--- config.mk ---
export PLATFORM = sky130hd
export DESIGN_NAME = bullet_scheduler
export DESIGN_NICKNAME = d
export VERILOG_FILES = /design/src/rtl/bullet_scheduler.sv
export SDC_FILE = /design/constraint.sdc
export NUM_CORES = 1
export LEC_CHECK = 0
export BUFFER_PORTS_ARGS = -buffer_cell sky130_fd_sc_hd__buf_2
export CAP_MARGIN = 20
export CORE_MARGIN = 2
export CORE_UTILIZATION = 50
export CTS_CLUSTER_SIZE = 8
export DETAILED_ROUTE_END_ITERATION = 8
export GPL_TIMING_DRIVEN = 1
export PLACE_DENSITY = 0.72
export RECOVER_POWER = 50
export SKIP_CTS_REPAIR_TIMING = 1
export SKIP_LAST_GASP = 1
export SLEW_MARGIN = 5
export SYNTH_ARGS = -nofsm -noshare
export SYNTH_HDL_FRONTEND = slang
export SYNTH_SLANG_ARGS = --single-unit
--- constraint.sdc ---
create_clock -name clk -period 5.15 [get_ports clk]
set_input_delay 0.2575 -clock clk [delete_from_list [all_inputs] [get_ports clk]]
set_output_delay 0.2575 -clock clk [all_outputs]
set_load 0.01 [all_outputs]
--- src/rtl/bullet_scheduler.sv ---
`default_nettype none
// +----------------------------------------------------------------------------+
// | Module      : bullet_scheduler                                             |
// | Description : Three-slot bullet mover with fire cooldown, collision        |
// |               arbitration against a 6x5 target map and a one-entry hit     |
// |               report buffer with valid/ready handshake.                    |
// |               Optional macro BULLET_SCORE_EN adds a saturating 8-bit       |
// |               score counter of completed hit handshakes.                   |
// | Revision    : 1.0 - initial release                                        |
// +----------------------------------------------------------------------------+
module bullet_scheduler #(
    parameter int SPAWN_Y  = 11,
    parameter int COOLDOWN = 2
) (
    input  logic        clk,
    input  logic        rst,
    input  logic        bullet_tick,
    input  logic        fire_req,
    input  logic [3:0]  player_x,
    input  logic [29:0] alive,
    output logic        fire_ack,
    output logic [2:0]  slot_active,
    output logic [11:0] bullet_x,
    output logic [11:0] bullet_y,
    output logic        hit_valid,
    output logic [2:0]  hit_row,
    output logic [2:0]  hit_col,
    input  logic        hit_ready
`ifdef BULLET_SCORE_EN
    ,
    output logic [7:0]  score
`endif
);

    localparam int             CDW       = (COOLDOWN < 1) ? 1 : $clog2(COOLDOWN + 1);
    localparam logic [CDW-1:0] c_CD_LOAD = CDW'(COOLDOWN);
    localparam logic [3:0]     c_SPAWN_Y = 4'(SPAWN_Y);

    logic [2:0]     r_act;
    logic [11:0]    r_x;
    logic [11:0]    r_y;
    logic [CDW-1:0] r_cd;
    logic           r_hv;
    logic [2:0]     r_hrow;
    logic [2:0]     r_hcol;
    logic           r_ack;

    logic [63:0]    w_alive64;
    logic [3:0]     w_ny   [3];
    logic [5:0]     w_idx  [3];
    logic [2:0]     w_cand;

    logic [2:0]     w_act_n;
    logic [11:0]    w_x_n;
    logic [11:0]    w_y_n;
    logic [CDW-1:0] w_cd_n;
    logic           w_hv_n;
    logic [2:0]     w_hrow_n;
    logic [2:0]     w_hcol_n;
    logic           w_accept;
    logic           w_won;
    logic [1:0]     w_sel;
    logic           w_drain;

    // Zero-extend the map so any 6-bit cell index is in range.
    assign w_alive64 = {34'd0, alive};
    assign w_drain   = r_hv & hit_ready;

    // Per-slot next row and collision-candidate flag for a tick in this cycle.
    always_comb begin
        for (int i = 0; i < 3; i++) begin
            w_ny[i]   = r_y[4*i +: 4] - 4'd1;
            w_idx[i]  = 6'(w_ny[i]) * 6'd6 + 6'(r_x[4*i +: 4]);
            w_cand[i] = r_act[i] && (r_y[4*i +: 4] != 4'd0) && (w_ny[i] <= 4'd4)
                        && (r_x[4*i +: 4] <= 4'd5) && w_alive64[w_idx[i]];
        end
    end

    // Next-state: hit drain, tick movement/arbitration, fire acceptance, cooldown.
    always_comb begin
        w_act_n  = r_act;
        w_x_n    = r_x;
        w_y_n    = r_y;
        w_cd_n   = r_cd;
        w_hv_n   = r_hv;
        w_hrow_n = r_hrow;
        w_hcol_n = r_hcol;
        w_won    = 1'b0;
        w_sel    = 2'd0;

        // A drained buffer is still "full" for this cycle's arbitration.
        if (w_drain) begin
            w_hv_n = 1'b0;
        end

        if (bullet_tick) begin
            for (int i = 0; i < 3; i++) begin
                if (r_act[i]) begin
                    if (r_y[4*i +: 4] == 4'd0) begin
                        w_act_n[i] = 1'b0;
                    end else if (!w_cand[i]) begin
                        w_y_n[4*i +: 4] = w_ny[i];
                    end else if (!r_hv && !w_won) begin
                        w_won      = 1'b1;
                        w_act_n[i] = 1'b0;
                        w_hv_n     = 1'b1;
                        w_hrow_n   = w_ny[i][2:0];
                        w_hcol_n   = r_x[4*i+:3];
                    end
                end
            end
            if (r_cd != '0) begin
                w_cd_n = r_cd - 1'b1;
            end
        end

        // Only slots free in the registered state can take a new bullet.
        w_accept = fire_req && (r_cd == '0) && !(&r_act);
        for (int i = 2; i >= 0; i--) begin
            if (!r_act[i]) begin
                w_sel = 2'(i);
            end
        end
        if (w_accept) begin
            w_cd_n = c_CD_LOAD;
            for (int i = 0; i < 3; i++) begin
                if (w_sel == 2'(i)) begin
                    w_act_n[i]      = 1'b1;
                    w_x_n[4*i +: 4] = player_x;
                    w_y_n[4*i +: 4] = c_SPAWN_Y;
                end
            end
        end
    end

    // State register for slots, cooldown, hit buffer and fire acknowledge.
    always_ff @(posedge clk or posedge rst) begin
        if (rst) begin
            r_act  <= '0;
            r_x    <= '0;
            r_y    <= '0;
            r_cd   <= '0;
            r_hv   <= 1'b0;
            r_hrow <= '0;
            r_hcol <= '0;
            r_ack  <= 1'b0;
        end else begin
            r_act  <= w_act_n;
            r_x    <= w_x_n;
            r_y    <= w_y_n;
            r_cd   <= w_cd_n;
            r_hv   <= w_hv_n;
            r_hrow <= w_hrow_n;
            r_hcol <= w_hcol_n;
            r_ack  <= w_accept;
        end
    end

`ifdef BULLET_SCORE_EN
    logic [7:0] r_score;

    // Count completed hit handshakes, saturating at the top of the range.
    always_ff @(posedge clk or posedge rst) begin
        if (rst) begin
            r_score <= '0;
        end else if (w_drain && (r_score != 8'hFF)) begin
            r_score <= r_score + 8'd1;
        end
    end

    assign score = r_score;
`endif

    assign fire_ack    = r_ack;
    assign slot_active = r_act;
    assign bullet_x    = r_x;
    assign bullet_y    = r_y;
    assign hit_valid   = r_hv;
    assign hit_row     = r_hrow;
    assign hit_col     = r_hcol;

endmodule
`default_nettype wire

Yosys cells after proc, flatten, opt, wreduce, memory -nomap -nowiden
Index checks and enable logic that the tools add are counted.
{ "word_totals": {"ff_bits": 37, "in_bits": 39, "out_inout_bits": 35} }
{ "op_classes": {"n_addsub": 7, "n_mul": 3, "magnitude_cmp": 9, "n_eq_ne": 2, "n_mux": 91, "n_bitwise": 1, "n_reduce_logical": 36} }
{ "op_table": {"columns": ["op", "n"], "rows": [
  ["$mux 3", 26],
  ["$mux 4", 12],
  ["$mux 1", 42],
  ["$le 4x3->1 const B", 6],
  ["$mux 12", 2],
  ["$lt 6x7->1 const B", 3],
  ["$add 6x4->6", 3],
  ["$bmux 1 s6", 3],
  ["$logic_and 1x1->1", 16],
  ["$mul 4x2->5 const B", 3],
  ["$logic_not 4->1", 3],
  ["$mux 2", 6],
  ["$reduce_bool 4->1", 3],
  ["$sub 4x1->4 const B", 3],
  ["$reduce_and 2->1", 4],
  ["$reduce_bool 2->1", 3],
  ["$logic_not 1->1", 4],
  ["$logic_not 2->1", 2],
  ["$reduce_and 3->1", 1],
  ["$eq 2x1->1 const B", 1],
  ["$eq 2x2->1 const B", 1],
  ["$sub 2x1->2 const B", 1],
  ["$and 1x1->1", 1]
]} }

Logic depth before layout (Yosys ltp)
Gate-level depths: netlist of the first run.
{ "depth": {"depth_word": 26, "mapped_depth": 15, "ltp_nobuf": 14} }

Worst setup path after synthesis of the first run
OpenSTA, ideal clock, no wires.
{ "synth_timing": {"kind": "register to register", "from": "register r_y[4] (netlist: bullet_y[4])", "to": "register r_hcol[0] (netlist: hit_col[0])", "setup_ns": 0.128, "arrival_ns": 3.810, "setup_slack_ns": 1.212, "path_stages_with_launch": 15, "n_path_buf": 1, "path_cell_list": "dfrtp_1 inv_1 ha_1 xor2_1 fa_1 ha_1 a21oi_1 nand3_1 a222oi_1 a31oi_1 a2111oi_4 a2111o_1 buf_4 a2bb2oi_1 o21ai_0"} }
{ "synth_between": {"elab_chain_cells": 16, "elab_cells_between_ends": 25} }
{ "synth_rtl": {"columns": ["element", "line", "rtl"], "rows": [
  ["from (decl)", "41", "logic [11:0] r_y;"],
  ["from (signal assigned)", "150", "r_y <= w_y_n;"],
  ["$sub 4x1->4", "72", "w_ny[i] = r_y[4*i +: 4] - 4'd1;"],
  ["$mul 4x2->5", "73", "w_idx[i] = 6'(w_ny[i]) * 6'd6 + 6'(r_x[4*i +: 4]);"],
  ["$add 6x4->6", "73", null],
  ["$bmux 1 s6", "75", "&& (r_x[4*i +: 4] <= 4'd5) && w_alive64[w_idx[i]];"],
  ["$mux 1 (not written as such)", "75", null],
  ["$logic_and 1x1->1", "75", null],
  ["$mux 1", "101", "end else if (!w_cand[i]) begin"],
  ["$mux 1", "99", "if (r_y[4*i +: 4] == 4'd0) begin"],
  ["$mux 1", "98", "if (r_act[i]) begin"],
  ["$mux 1", "96", "if (bullet_tick) begin"],
  ["$logic_not 1->1", "103", "end else if (!r_hv && !w_won) begin"],
  ["$logic_and 1x1->1", "103", null],
  ["$mux 3", "103", null],
  ["$mux 3", "101", null],
  ["$mux 3", "99", null],
  ["$mux 3 *", "98", null],
  ["to (signal assigned)", "154", "r_hcol <= w_hcol_n;"],
  ["to (decl)", "45", "logic [2:0] r_hcol;"]
]} }
Every way passes the cells marked *; elsewhere a longest branch is shown, timed or not. The select of a mux whose other input is x is not followed.
A chain may end at the register's enable or synchronous reset.

Worst setup path after layout of the first run
{ "layout_timing": {"from": "register r_y[4] (netlist: bullet_y[4])", "to": "register r_hrow[1] (netlist: hit_row[1])"} }
{ "layout_between": {"elab_chain_cells": 16, "elab_cells_between_ends": 26} }
{ "layout_rtl": {"columns": ["element", "line", "rtl"], "rows": [
  ["$sub 4x1->4", "72", null],
  ["$mul 4x2->5", "73", null],
  ["$add 6x4->6", "73", null],
  ["$bmux 1 s6", "75", null],
  ["$mux 1 (not written as such)", "75", null],
  ["$logic_and 1x1->1", "75", null],
  ["$mux 1", "101", null],
  ["$mux 1", "99", null],
  ["$mux 1", "98", null],
  ["$mux 1", "96", null],
  ["$logic_not 1->1", "103", null],
  ["$logic_and 1x1->1", "103", null],
  ["$mux 3", "103", null],
  ["$mux 3", "101", null],
  ["$mux 3", "99", null],
  ["$mux 3 *", "98", null],
  ["to (signal assigned)", "153", "r_hrow <= w_hrow_n;"],
  ["to (decl)", "44", "logic [2:0] r_hrow;"]
]} }
Marks and branches as above.

==> out/results.ini, run 1 <==
[outcome]
violations=max-capacitance violations, max-slew violations
status=complete, but fails checks

[finish]
multi_input_area_sq_mm=0.00245
syn_to_final_growth_pct=13.5
fillers=615
postLayoutCoreUtil_pct=59.2
drive_gt1_share_pct=21.6
diodes=0
regArea_sq_um=926
fin_cells=536
final_nets=509

[timing]
period_needed_ns=4.72
rsz0062_at_grt=no
skew_ns=0.00756
post-route-period-util_pct=91.7
worst_pin_slew_ns=2.15
setup_viol=0
tns_ns=0
fmax_ghz=0.212
relSlewSlack_pct=-43.0
hold_viol=0
final_max_slew_viol_count=38

[flow_run]
max-cap-violations=1

[yosys]
synth_compound_area_share_pct=17.6
synth_adder_area_share_pct=12.1
yosysSeqAreaShare_pct=25.8
yosys.area_share.xor_xnor_pct=5.62
synthCells=371
syn_area_sq_mm=0.00358
syn-num-nets=441
ys_ff_latch=37
synthArstFlopShare_pct=100
yosys_most_used_dff=dfrtp_1
avgSynthCellArea_sq_um=9.66
synth.distinct_cells=54
yosys-mux-area-fraction_pct=19.8
synth_simple_gate_area_share_pct=13.3
synth_top_family_by_area=multiplexers
yosys_warnings=0
synth_top_area_share_pct=25.8
synth_edf_count=0
synthTopCellsByArea=dfrtp_1 26%, mux4_2 8.8%, ha_1 8.7%
yosysTopAreaCell=dfrtp_1

[clock_tree]
numClockSinks=37
clk_latency_ns=0.30
ctsHtreeMaxLevel=2
cts_tree=done
clk_pin_slew_ns=0.08
cts_root_buffer=clkbuf_8
numCtsBuffers=5
clockBufferDepth=2

[placement]
gp_congestion=0.893
dp.cells=528
dpl.hpwl_um=7740
portBuffers=73

[die]
rows=30
io_pins=74
dieArea_sq_mm=0.00786
die_w_um=88.7
initial_core_util_pct=52.2
die_h_um=88.7
core-area_sq_mm=0.00687

[drt]
wirelength_um=9940
ant_nets=0
via_count=3248
post-route-drc-count=0
viasPerCell=6.06
routedWlPerCell_um=18.5
firstDrtPassIters=5
first_iter_violations=252

[setup_path]
cp_data_required_time_ns=5.36
end_kind=register
cp-start-kind=register
crit_type=register to register
arrival_ns=4.94
reg2reg_slack_ns=0.43
cp_max_fo=12

[global_route]
grt_pass1_wl_um=15700
grt.total_usage_pct=26.0
grt_pass1_vias=3083
grt_overflow_total=0
grt_max_degree=38
antenna_found_initial=0

[min_path]
hold_class=input pin to register

## per-stage QoR
step / setup WS [ns] / hold slack [ns] / instance area [sq um]
after floorplan: 1.21 / 0.354 / 3580
after global placement: 0.586 / 0.393 / 4010
after detailed placement: 0.542 / 0.405 / 4010
after CTS: 0.503 / 0.0935 / 4090
after global routing: 0.184 / 0.160 / 4070
final: 0.428 / 0.138 / 4070
## critical path, stage by stage (launching register included)
cell       delay (ns)
dfrtp_1          0.47
inv_1            0.13
ha_1             0.32
xor2_1           0.52
fa_1             0.52
ha_1             0.35
xor2_1           0.38
a31oi_1          0.08
a222oi_1         0.28
a31oi_1          0.13
a2111oi_4        0.64
o211ai_2         0.38
o21a_1           0.27
a31oi_1          0.18
## final cells by class
class,instances,share of cell area (%)
inverter,34,3.14
clock inverter,2,0.246
sequential,37,22.8
tap,96,2.95
timing repair buffer,75,8.74
clock buffer,6,1.78
multi-input combinational,286,60.4
## cell usage after synthesis (8+ instances only)
master / instances
mux4_2: 14
a21oi_1: 13
o21ai_0: 22
mux2_2: 9
nand3_1: 13
xor2_1: 17
o211ai_1: 8
nor2_1: 13
mux2i_1: 11
inv_1: 34
nor3_1: 9
ha_1: 25
nand2_1: 43
dfrtp_1: 37
## flip-flops by register name, summed over array words and instances, names as in the netlist
signal,count
bullet_x,12
bullet_y,12
hit_col,3
hit_row,3
slot_active,3
r_cd,2
fire_ack,1
hit_valid,1
## path summary, 6_finish.rpt
kind                                  start  depth (start not counted)    endpoint
worst min register to register      r_cd[1]                          2     r_cd[1]
worst min-delay path              hit_ready                          2   hit_valid
min in group asynchronous               rst                          3  hit_row[0]
worst max register to register  bullet_y[4]                         13  hit_row[1]
max in group asynchronous               rst                          3  hit_col[0]
worst max-delay path            bullet_y[4]                         13  hit_row[1]
## placed cells by master, fill, tap and decap left out, types with 3 or more instances in the layout
cell type,count
buf_2,56
a2bb2oi_1,3
nor2b_1,7
nand2_1,43
nand2b_1,6
nand3_1,13
clkbuf_8,5
nor3_1,9
xor2_1,17
a31oi_1,6
xnor2_1,6
mux4_1,7
a21o_1,7
a211oi_1,4
ha_1,25
fa_1,6
o22ai_1,3
o211ai_1,8
a211o_1,3
a21oi_1,13
clkbuf_1,19
dfrtp_1,37
o21ai_0,22
mux4_2,14
mux2_2,9
nor2_1,13
inv_1,34
mux2i_1,11
## logic make-up after synthesis
group / count (synthesis)
compound gates: 89
mux: 41
flops: 37
fa+ha+maj: 31
buf+inv: 48
simple gates: 102
xor+xnor: 23
## routing by layer
metal / share of wire, % / GRT usage (%) / up-vias
met2: 47 / 42.4 / 169
met5: 0 / 0 / -
met3: 8.1 / 5.04 / 15
li1: - / - / 1503
met4: 1.3 / 6.06 / 0
met1: 44 / 36.0 / 1561
Power of run 1 is not shown: default switching activity piles up to over one toggle a cycle in this logic, so the estimate is an artifact.
==> run 2, diff against run 1 <==
--- a/config.mk
+++ b/config.mk
@@ -12,8 +12,9 @@
 export CTS_CLUSTER_SIZE = 8
 export DETAILED_ROUTE_END_ITERATION = 8
 export GPL_TIMING_DRIVEN = 1
-export PLACE_DENSITY = 0.72
+export PLACE_DENSITY = 0.75
 export RECOVER_POWER = 50
+export SETUP_SLACK_MARGIN = 0.5
 export SKIP_CTS_REPAIR_TIMING = 1
 export SKIP_LAST_GASP = 1
 export SLEW_MARGIN = 5
==> constraint.sdc (replaced) <==
create_clock -name clk -period 3.98 [get_ports clk]
set_input_delay 0.199 -clock clk [delete_from_list [all_inputs] [get_ports clk]]
set_output_delay 0.199 -clock clk [all_outputs]
set_load 0.01 [all_outputs]
==> run 2 against run 1 <==
Against the previous run: the run still ends with max-capacitance violations, max-slew violations left; worst setup slack got worse by 0.25 ns; clock skew grew 0.0045 ns; cell count grew 6.2%; highest routed layer unchanged.
==> out/results.ini, run 2 (synthesized netlist as in run 1, its figures left out) <==
[outcome]
status=complete, but fails checks  ; unchanged
violations=max-capacitance violations, max-slew violations  ; unchanged

[die]
die_w_um=88.7  ; unchanged
rows=30  ; unchanged
io_pins=74  ; unchanged
die_h_um=88.7  ; unchanged
dieArea_sq_mm=0.00786  ; unchanged
initial_core_util_pct=52.2  ; unchanged
core-area_sq_mm=0.00687  ; unchanged

[global_route]
grt_max_degree=38  ; unchanged
grt.total_usage_pct=25.6  ; was 26.0%
grt_pass1_vias=3028  ; was 3083
antenna_found_initial=0  ; unchanged
grt_overflow_total=0  ; unchanged
grt_pass1_wl_um=15300  ; was 15700 um

[clock_tree]
ctsHtreeMaxLevel=2  ; unchanged
cts_root_buffer=clkbuf_8  ; unchanged
numCtsBuffers=5  ; unchanged
numClockSinks=37  ; unchanged
clockBufferDepth=2  ; unchanged
clk_pin_slew_ns=0.08  ; about the same
clk_latency_ns=0.30  ; about the same
cts_tree=done  ; unchanged

[finish]
final_nets=542  ; was 509
multi_input_area_sq_mm=0.00285  ; was 0.00245 sq mm
fillers=523  ; was 615
diodes=0  ; unchanged
final_cell_area_sq_mm=0.00473  ; was 0.00407 sq mm
most-common-layout-cells=57 x buf_2, 43 x nand2_1, 36 x dfrtp_1, 29 x buf_4, 26 x inv_1  ; was 56 x buf_2, 43 x nand2_1, 37 x dfrtp_1, 34 x inv_1, 25 x ha_1
final_common_cell=buf_2  ; unchanged
syn_to_final_growth_pct=32.1  ; was 13.5%
drive_gt1_share_pct=38.5  ; was 21.6%
regArea_sq_um=927  ; was 926 sq um

[drt]
via_count=3438  ; was 3248
firstDrtPassIters=6  ; was 5
viasPerCell=6.04  ; was 6.06
ant_nets=0  ; unchanged
first_iter_violations=306  ; was 252
wirelength_um=10500  ; was 9940 um
routedWlPerCell_um=18.5  ; about the same
post-route-drc-count=0  ; unchanged

[min_path]
hold_class=input pin to register  ; unchanged
holdCritStartpoint=hit_ready  ; unchanged

[setup_path]
arrival_ns=3.98  ; was 4.94 ns
cp_cell_sequence=inv_2 > ha_4 > xor2_4 > fa_1 > ha_4 > xor2_4 > mux2_2 > nand4_1 > a2111oi_4 > buf_4 > a2111o_1 > buf_4 > o32ai_2 > a31oi_1  ; was inv_1 > ha_1 > xor2_1 > fa_1 > ha_1 > xor2_1 > a31oi_1 > a222oi_1 > a31oi_1 > a2111oi_4 > o211ai_2 > o21a_1 > a31oi_1
cp_top_family=adder cells  ; was compound AO/OA/AOI/OAI gates
crit_start=bullet_y[4]  ; unchanged
crit_type=register to register  ; unchanged
cp_max_fo=5  ; was 12
cp_data_required_time_ns=4.16  ; was 5.36 ns
slowest_delay_ns=0.48  ; was 0.64 ns
r2r_start=bullet_y[4]  ; unchanged
worst_path_max_delay_cell=a2111o_1  ; was a2111oi_4
end_kind=register  ; unchanged
cp-start-kind=register  ; unchanged
crit_buf_inv=3  ; was 1

[timing]
post-route-period-util_pct=95.6  ; was 91.7%
relSlewSlack_pct=-33.3  ; was -43.0%
final_max_slew_viol_count=38  ; unchanged
fmax_ghz=0.263  ; was 0.212 GHz
period_needed_ns=3.80  ; was 4.72 ns
hold_viol=0  ; unchanged
tns_ns=0  ; unchanged
rsz0062_at_grt=yes  ; was no
worst_pin_slew_ns=2.00  ; was 2.15 ns
setup_viol=0  ; unchanged
skew_ns=0.0121  ; was 0.00756 ns

[placement]
dpl.hpwl_um=7700  ; was 7740 um
portBuffers=73  ; unchanged
gp_congestion=0.971  ; was 0.893
postPlaceCellArea_sq_mm=0.00417  ; was 0.00401 sq mm

[flow_run]
max-cap-violations=1  ; unchanged

==> run 2: cell count changes in the layout (fill, tap and decap cells not counted), sizes merged <==
| cell | previous run | this run |
|---|---|---|
| clkbuf | 24 | 23 |
| buf | 57 | 90 |
| o211ai | 9 | 10 |
==> run 2: worst register-to-register path, delay by kind of cell, from the launching register on <==
kind                     cells  cell delay, ns
XOR/XNOR                     2            0.36
adder cells (fa/ha/maj)      3            0.99
buffers and inverters        3            0.46
flip-flops                   1            0.45
AO/OA/AOI/OAI                4            0.91
AND/OR/NAND/NOR              1            0.16
multiplexers                 1            0.37
==> run 2: path summary, 6_finish.rpt <==
kind	depth (start not counted)	slack, ns	to
setup / recovery	14	0.18	hit_row[2]
hold / removal	2	0.07	hit_valid
setup reg to reg	14	0.18	hit_row[2]
hold reg to reg	2	0.50	r_cd[1]
max in group asynchronous	3	2.07	bullet_y[4]
min in group asynchronous	3	0.61	slot_active[2]
==> run 2: cell type report <==
| cell class | count | share of cell area, % |
|---|---|---|
| tap | 96 | 2.54 |
| sequential | 37 | 19.6 |
| clock buffer | 6 | 1.74 |
| timing repair buffer | 107 | 12.9 |
| clock inverter | 2 | 0.291 |
| multi-input combinational | 287 | 60.1 |
| inverter | 34 | 2.80 |
==> run 2: metal layers <==
layer | GRT usage [%] | up-vias | routed length, um
met5 | 0 | - | 0
met4 | 8.68 | 0 | 306
met3 | 4.85 | 31 | 871
met2 | 38.9 | 198 | 4860
met1 | 36.7 | 1645 | 4490
li1 | - | 1564 | -
==> run 2: through the flow <==
stage                     setup WS, ns  cells  hold slack (ns)  util (%)
after global routing            0.0388    569           0.0771      68.9
after detailed placement        0.0250    534            0.337      60.7
after floorplan                  0.495    371            0.295         -
final                            0.175    569           0.0711      68.9
after CTS                       0.0279    542           0.0103      62.1
after global placement          0.0843    534            0.326      60.7
Power of run 2 is left out for the same reason.
